**config.mk**
```make
export PLATFORM = sky130hd
export DESIGN_NAME = rand_pick
export DESIGN_NICKNAME = d
export VERILOG_FILES = /design/src/rtl/rand_pick.sv
export SDC_FILE = /design/constraint.sdc
export NUM_CORES = 1
export LEC_CHECK = 0
export CAP_MARGIN = 20
export CORE_MARGIN = 2
export CORE_UTILIZATION = 47
export DETAILED_ROUTE_END_ITERATION = 10
export MAX_ROUTING_LAYER = met4
export PLACE_DENSITY = 0.77
export RECOVER_POWER = 25
export SKIP_CTS_REPAIR_TIMING = 1
export SYNTH_ARGS = -nofsm -noshare
export SYNTH_HDL_FRONTEND = slang
export SYNTH_SLANG_ARGS = --single-unit
```
**constraint.sdc**
```tcl
create_clock -name clk_i -period 1.9 [get_ports clk_i]
set_input_delay 0.19 -clock clk_i [delete_from_list [all_inputs] [get_ports clk_i]]
set_output_delay 0.19 -clock clk_i [all_outputs]
set_load 0.01 [all_outputs]
```
**src/rtl/rand_pick.sv**
```systemverilog
// rand_pick: draws a value in 0..RANGE-1 from an upstream LFSR byte by mask-and-reject,
// with a fold-down fallback after MAX_TRIES rejects. Optional no-repeat rule: RAND_PICK_NO_REPEAT_EN.
module rand_pick #(
  parameter int RANGE     = 6,
  parameter int W         = 3,
  parameter int MAX_TRIES = 8
) (
  input  logic         clk_i,
  input  logic         rst_i,
  input  logic [7:0]   lfsr_i,
  output logic         lfsr_en_o,
  input  logic         req_i,
  input  logic         ack_i,
  output logic [W-1:0] val_o,
  output logic         valid_o,
  output logic         busy_o
);

  // state  | meaning
  // IDLE   | waiting for req_i
  // STEP   | advance the upstream LFSR for one cycle
  // SAMPLE | mask the new LFSR byte, accept / reject / fall back
  // DONE   | val_o valid, waiting for ack_i
  typedef enum logic [1:0] {
    S_IDLE   = 2'd0,
    S_STEP   = 2'd1,
    S_SAMPLE = 2'd2,
    S_DONE   = 2'd3
  } state_t;

  localparam int         CW       = (RANGE <= 1) ? 1 : $clog2(RANGE);
  localparam logic [8:0] MASK_9   = 9'((1 << CW) - 1);
  localparam logic [8:0] RANGE_9  = 9'(RANGE);
  localparam logic [7:0] LAST_TRY = 8'(MAX_TRIES - 1);

  state_t      r_state;
  state_t      w_state_nxt;
  logic [7:0]  r_tries;
  logic [W-1:0] r_val;

  logic [8:0]  w_cand;
  logic        w_in_range;
  logic [8:0]  w_fold;
  logic [8:0]  w_fb;
  logic        w_accept;
  logic [8:0]  w_pick;
  logic        w_last_try;
  logic        w_clr_tries;
  logic        w_inc_tries;
  logic        w_load;

  // The mask keeps every candidate below 2*RANGE, so one subtraction folds it into range.
  assign w_cand     = {1'b0, lfsr_i} & MASK_9;
  assign w_in_range = (w_cand < RANGE_9);
  assign w_fold     = w_in_range ? w_cand : (w_cand - RANGE_9);
  assign w_last_try = (r_tries == LAST_TRY);

`ifdef RAND_PICK_NO_REPEAT_EN
  logic       r_last_vld;
  logic [8:0] r_last;
  logic       w_hit_last;
  logic       w_fb_bump;
  logic [8:0] w_fold_inc;

  assign w_hit_last = r_last_vld && (w_cand == r_last);
  assign w_accept   = w_in_range && !w_hit_last;
  assign w_fb_bump  = r_last_vld && (w_fold == r_last);
  assign w_fold_inc = w_fold + 9'd1;
  assign w_fb       = w_fb_bump ? ((w_fold_inc == RANGE_9) ? 9'd0 : w_fold_inc) : w_fold;

  always_ff @(posedge clk_i) begin
    if (rst_i) begin
      r_last_vld <= 1'b0;
      r_last     <= '0;
    end else if (w_load) begin
      r_last_vld <= 1'b1;
      r_last     <= w_pick;
    end
  end
`else
  assign w_accept = w_in_range;
  assign w_fb     = w_fold;
`endif

  assign w_pick = w_accept ? w_cand : w_fb;

  always_comb begin
    w_state_nxt = r_state;
    w_clr_tries = 1'b0;
    w_inc_tries = 1'b0;
    w_load      = 1'b0;
    case (r_state)
      S_IDLE: begin
        if (req_i) begin
          w_state_nxt = S_STEP;
          w_clr_tries = 1'b1;
        end
      end
      S_STEP: begin
        w_state_nxt = S_SAMPLE;
      end
      S_SAMPLE: begin
        if (w_accept || w_last_try) begin
          w_load      = 1'b1;
          w_state_nxt = S_DONE;
        end else begin
          w_inc_tries = 1'b1;
          w_state_nxt = S_STEP;
        end
      end
      S_DONE: begin
        if (ack_i) begin
          w_state_nxt = S_IDLE;
        end
      end
      default: begin
        w_state_nxt = S_IDLE;
      end
    endcase
  end

  always_ff @(posedge clk_i) begin
    if (rst_i) begin
      r_state <= S_IDLE;
      r_tries <= '0;
      r_val   <= '0;
    end else begin
      r_state <= w_state_nxt;
      if (w_clr_tries) begin
        r_tries <= '0;
      end else if (w_inc_tries) begin
        r_tries <= r_tries + 8'd1;
      end
      if (w_load) begin
        r_val <= W'(w_pick);
      end
    end
  end

  assign lfsr_en_o = (r_state == S_STEP);
  assign busy_o    = (r_state == S_STEP) || (r_state == S_SAMPLE);
  assign valid_o   = (r_state == S_DONE);
  assign val_o     = r_val;

endmodule

```
== After elaboration in Yosys (flattened, before gate mapping) ==
Index checks and enable logic that the tools add are counted.

* $add $sub $neg: 2
* Magnitude comparators: 1
* Equality and inequality tests: 6
* Mux-type cells: 11
* Reduce and logical (&&, ||, !) cells: 5

{| class="wikitable"
|+ Operators with widths
! cell !! count
|-
| 8-bit by 1-bit adder with 8-bit output (second input constant) || 1
|-
| 8-bit by 3-bit equality test with 1-bit output (second input constant) || 1
|-
| 2-bit one-hot mux with 4 select lines || 1
|-
| 1-bit two-way mux || 6
|-
| 2-bit two-way mux || 3
|-
| 2-bit equality test (second input constant) || 2
|-
| 2-bit inequality test (second input constant) || 2
|-
| 3-bit less-than comparator (second input constant) || 1
|-
| 3-bit two-way mux || 1
|-
| 3-bit subtractor (second input constant) || 1
|-
| 2-bit by 1-bit equality test with 1-bit output (second input constant) || 1
|-
| 2-bit zero test || 1
|-
| 1-bit logical OR || 2
|-
| 2-bit AND reduction || 1
|-
| 2-bit OR reduction || 1
|}

* Register bits after elaboration: 13
* Bits of input ports: 12
* Output and inout bits: 6
* Logic and storage cells: 28

== Logic depth before layout (Yosys ltp) ==
* Depth in word-level cells: 4
* Gate-level depth with buffers: 6
* Depth with buffers taken out: 5

== Worst setup path before layout ==
Ideal clock, no wire load.

* Path type: reg2reg
* Start: reg r_state[0]
* End: reg r_state[1]
* Library setup time: 0.122 ns
* Arrival time: 1.467 ns
* Required time: 1.778 ns
* Setup slack: 0.311 ns
* Stages on the path, launching flop included: 7
* Path buffers: 1
* Clock period less this slack: 1.589 ns
* Cells stage by stage: dfxtp_1 inv_1 ha_1 buf_4 nor4b_1 a22o_1 o311a_1

* Longest elaborated chain between the ends: 3
* Elaborated cells on any way between the ends: 8
* Those cells by class: eq/ne (5); mux (1); reduce/logical (2)

{| class="wikitable"
|+ RTL lines
! what !! line !! text
|-
| start: declaration || 36 || <nowiki>state_t r_state;</nowiki>
|-
| start signal: assignment || 128 || <nowiki>r_state <= w_state_nxt;</nowiki>
|-
| 2-bit equality test / 2-bit zero test (equally long branches) || 92 || <nowiki>case (r_state)</nowiki>
|-
| 2-bit inequality test (no source line) || -- ||
|-
| 2-bit AND reduction (no source line) || -- ||
|}

Parallel ways exist; a longest one is shown, timed or not.
A chain may end at the register's enable or synchronous reset.

== Worst setup path in the final report ==
* Start: reg r_state[0]
* End: out busy_o

* Longest elaborated chain between the ends: 2
* Elaborated cells on any way between the ends: 3
* Those cells by class: eq/ne (2); reduce/logical (1)

{| class="wikitable"
|+ RTL lines
! what !! line !! text
|-
| 2-bit by 1-bit equality test with 1-bit output / 2-bit equality test (equally long branches) || 141 || <nowiki>assign busy_o = (r_state == S_STEP) || (r_state == S_SAMPLE);</nowiki>
|-
| 1-bit logical OR * || 141 ||
|-
| end: declaration || 16 || <nowiki>output logic busy_o</nowiki>
|}

Every way passes the cells marked *; elsewhere a longest branch is shown, timed or not.

==> impl_metrics.sql <==
INSERT INTO impl_metrics (metric_group, metric, value, unit) VALUES
('cells_and_area', 'post_route_cells_drive_above_1_share', '0.0808', ''),
('critical_path', 'worst_setup_path_end_kind', 'output pin', ''),
('yosys', 'synth-seq-area-share', '0.354', ''),
('critical_path', 'cp_cell_sequence', 'inv_1 > ha_1 > clkdlybuf4s50_1', ''),
('routing', 'viasPerCell', '5.64', ''),
('critical_path', 'cp-start-kind', 'flip-flop', ''),
('clock_network', 'tritoncts', 'built', ''),
('sta', 'setup_viol', '0', ''),
('clock_network', 'cts_made_buffers', '3', ''),
('yosys', 'syn-mean-instance-area', '8.85', 'um^2'),
('placed_design', 'port_buffers', '12', ''),
('routing', 'drt_first_iter_violations', '9', ''),
('sta', 'final.setup.tns', '0', 'ns'),
('die', 'rows', '14', ''),
('cells_and_area', 'multi_input_area', '455', 'um^2'),
('global_routing', 'grt_antenna_before_repair', '0', ''),
('yosys', 'yosysTopAreaCell', 'dfxtp_1', ''),
('routing', 'detail-route-antenna-nets', '0', ''),
('yosys', 'synthesis.nets', '101', ''),
('yosys', 'post_synth_main_area_contributors', 'dfxtp_1 (35%), ha_1 (10%), nand2_1 (7.7%)', ''),
('sta', 'period_needed', '1.80', 'ns'),
('die', 'pin_count', '18', ''),
('yosys', 'netlist.area_leader.share', '0.354', ''),
('run', 'timing.max_cap.violations', '0', ''),
('sta', 'finalCritPeriodShare', '0.948', ''),
('critical_path', 'timing.critical_path.arrival', '1.61', 'ns'),
('clock_network', 'clock_tree.buffer_depth', '2', ''),
('routing', 'number_of_remaining_drc_errors', '0', ''),
('cells_and_area', 'area.sequential', '260', 'um^2'),
('die', 'fp.dieH', '43.5', 'um'),
('yosys', 'yosys.cell_types.count', '26', ''),
('critical_path', 'critical_path.max_stage_delay', '0.53', 'ns'),
('yosys', 'ys_seq_elements', '13', ''),
('pwr', 'power.static_leakage', '0.333', 'nW'),
('cells_and_area', 'mostFrequentLayoutCells', 'nand2_1 (15), dfxtp_1 (13), clkdlybuf4s50_1 (9)', ''),
('pwr', 'power_density', '801', 'mW/mm^2'),
('global_routing', 'grt_pass1_wl', '2350', 'um'),
('die', 'initial_core_utilization', '0.493', ''),
('clock_network', 'htreeDepth', '1', ''),
('cells_and_area', 'finalNetCount', '118', ''),
('cells_and_area', 'diodes', '0', ''),
('clock_network', 'clk_pin_slew_worst_paths', '0.08', 'ns'),
('cells_and_area', 'syn_to_final_growth', '22.7', '%'),
('critical_path', 'critical-path-top-delay-family', 'buffers and inverters', ''),
('pwr', 'finalPower', '722', 'uW'),
('critical_path', 'path_class', 'reg2out', ''),
('cells_and_area', 'most_frequent_standard_cell_in_the_layout_excluding_fill_and_tap_cells', 'nand2_1', ''),
('cells_and_area', 'fillers', '132', ''),
('critical_path', 'critPathRequiredTime', '1.71', 'ns'),
('sta', 'worst_pin_slew', '0.323', 'ns'),
('sta', 'fmax', '555', 'MHz'),
('yosys', 'yosysWarnings', '0', ''),
('critical_path', 'slowest_stage', 'clkdlybuf4s50_1', ''),
('die', 'floorplan.core_area', '0.00149', 'mm^2'),
('die', 'fp.dieW', '43.5', 'um'),
('global_routing', 'grt_start_max_net_pins', '10', ''),
('sta', 'unrepaired_setup_endpoints_after_global_routing', 'no', ''),
('pwr', 'vdd.ir_drop.worst', '0.000467', 'V'),
('yosys', 'syn-instance-count', '83', ''),
('routing', 'aggregate_routed_wire_length', '1350', 'um'),
('min_path', 'hold_path.class', 'reg2reg', ''),
('placed_design', 'detailed_place_hpwl', '1060', 'um'),
('clock_network', 'numClockSinks', '13', ''),
('global_routing', 'grt_pass1_vias', '573', ''),
('run_status', 'run_status', 'complete, no violations', ''),
('placed_design', 'placer_congestion_estimate', '0.829', ''),
('routing', 'via_count', '649', ''),
('routing', 'wl_per_cell', '11.7', 'um'),
('clock_network', 'ctsRootBufferMaster', 'clkbuf_4', ''),
('sta', 'max_slew_margin_vs_limit', '0.783', ''),
('yosys', 'post_synth_instance_area', '734', 'um^2'),
('sta', 'timing.final.hold_violations', '0', ''),
('critical_path', 'cp.buffers_inverters', '2', ''),
('global_routing', 'gr-total-overflow', '0', ''),
('die', 'die_area', '0.00189', 'mm^2'),
('sta', 'timing.final.max_slew_violations', '0', ''),
('routing', 'drt_pre_antenna_iters', '3', ''),
('clock_network', 'clock_latency', '0.27', 'ns'),
('global_routing', 'gr-usage-all-layers', '0.165', ''),
('critical_path', 'highest_net_fanout_along_the_worst_path', '5', ''),
('sta', 'finalClockSkew', '0.00187', 'ns');
## final timing paths
| check | depth (start not counted) | slack, ns | end | start |
|---|---|---|---|---|
| setup / recovery | 3 | 0.1 | busy_o | r_state[0]$_SDFFE_PP0P_ |
| hold / removal | 2 | 0.46 | val_o[2]$_SDFFE_PP0P_ | val_o[2]$_SDFFE_PP0P_ |
| setup reg to reg | 5 | 0.20 | r_state[1]$_SDFFE_PP0P_ | r_state[0]$_SDFFE_PP0P_ |
| hold reg to reg | 2 | 0.46 | val_o[2]$_SDFFE_PP0P_ | val_o[2]$_SDFFE_PP0P_ |
## power by group
part	switching, mW	internal (mW)
sequential	0.0202	0.291
combinational	0.118	0.122
clock	0.0886	0.0813
total	0.227	0.495
## worst register-to-register path, delay by kind of cell (launching register included)
family	cells	cell delay, ns
fa+ha+maj	1	0.31
buf+inv	1	0.11
compound gates	2	0.58
flops	1	0.42
simple gates	1	0.18
## kinds of logic after synthesis
logic type / Yosys count / synth area share
adders and majority gates: 6 / 0.102
buffers and inverters: 4 / 0.0256
and+or+nand+nor: 36 / 0.279
DFF: 13 / 0.354
muxes: 5 / 0.0681
AOI/OAI and AO/OA: 19 / 0.170
## area by class of cell
type | instances | share of cell area
inverters | 3 | 0.0125
multi-input cells | 66 | 0.506
flip-flops and latches | 13 | 0.289
clock buffers | 4 | 0.0292
well taps | 16 | 0.0222
repair buffers | 13 | 0.142
## per-layer routing
metal / part of all wire / wire length, um / global-route usage / vias to the layer above
met5: 0 / 0 / - / -
met4: 0.011 / 15 / 0.0848 / 0
met3: 0.035 / 47 / 0.0125 / 2
met2: 0.48 / 641 / 0.269 / 11
met1: 0.48 / 641 / 0.204 / 296
li1: - / - / - / 340
## stage by stage
step	utilization	hold slack, ns	area [um^2]	instances	worst slack [ns]
after global routing	0.605	0.488	901	115	0.0385
final	0.605	0.461	901	115	0.0981
after CTS	0.605	0.469	901	115	0.0881
after detailed placement	0.587	0.455	875	111	0.223
after floorplan	-	0.262	734	83	0.311
after global placement	0.587	0.444	875	111	0.234
## Yosys cell counts (all sizes together)
library cell,count
ha,6
a211oi,1
o21ai,5
or3,3
nor2,1
o41ai,1
mux2i,5
buf,1
nor3,1
nand2b,6
nand4,4
and4bb,1
o311ai,1
nand4b,2
o311a,1
a311oi,1
nor4b,1
nand2,15
a21oi,7
a31o,1
inv,3
nand3,2
a22o,1
dfxtp,13
## state kept, by name, summed over array words and instances (netlist names)
register	flops
r_state	2
r_tries	8
val_o	3
Note: power is estimated with default switching activity, not from simulation.
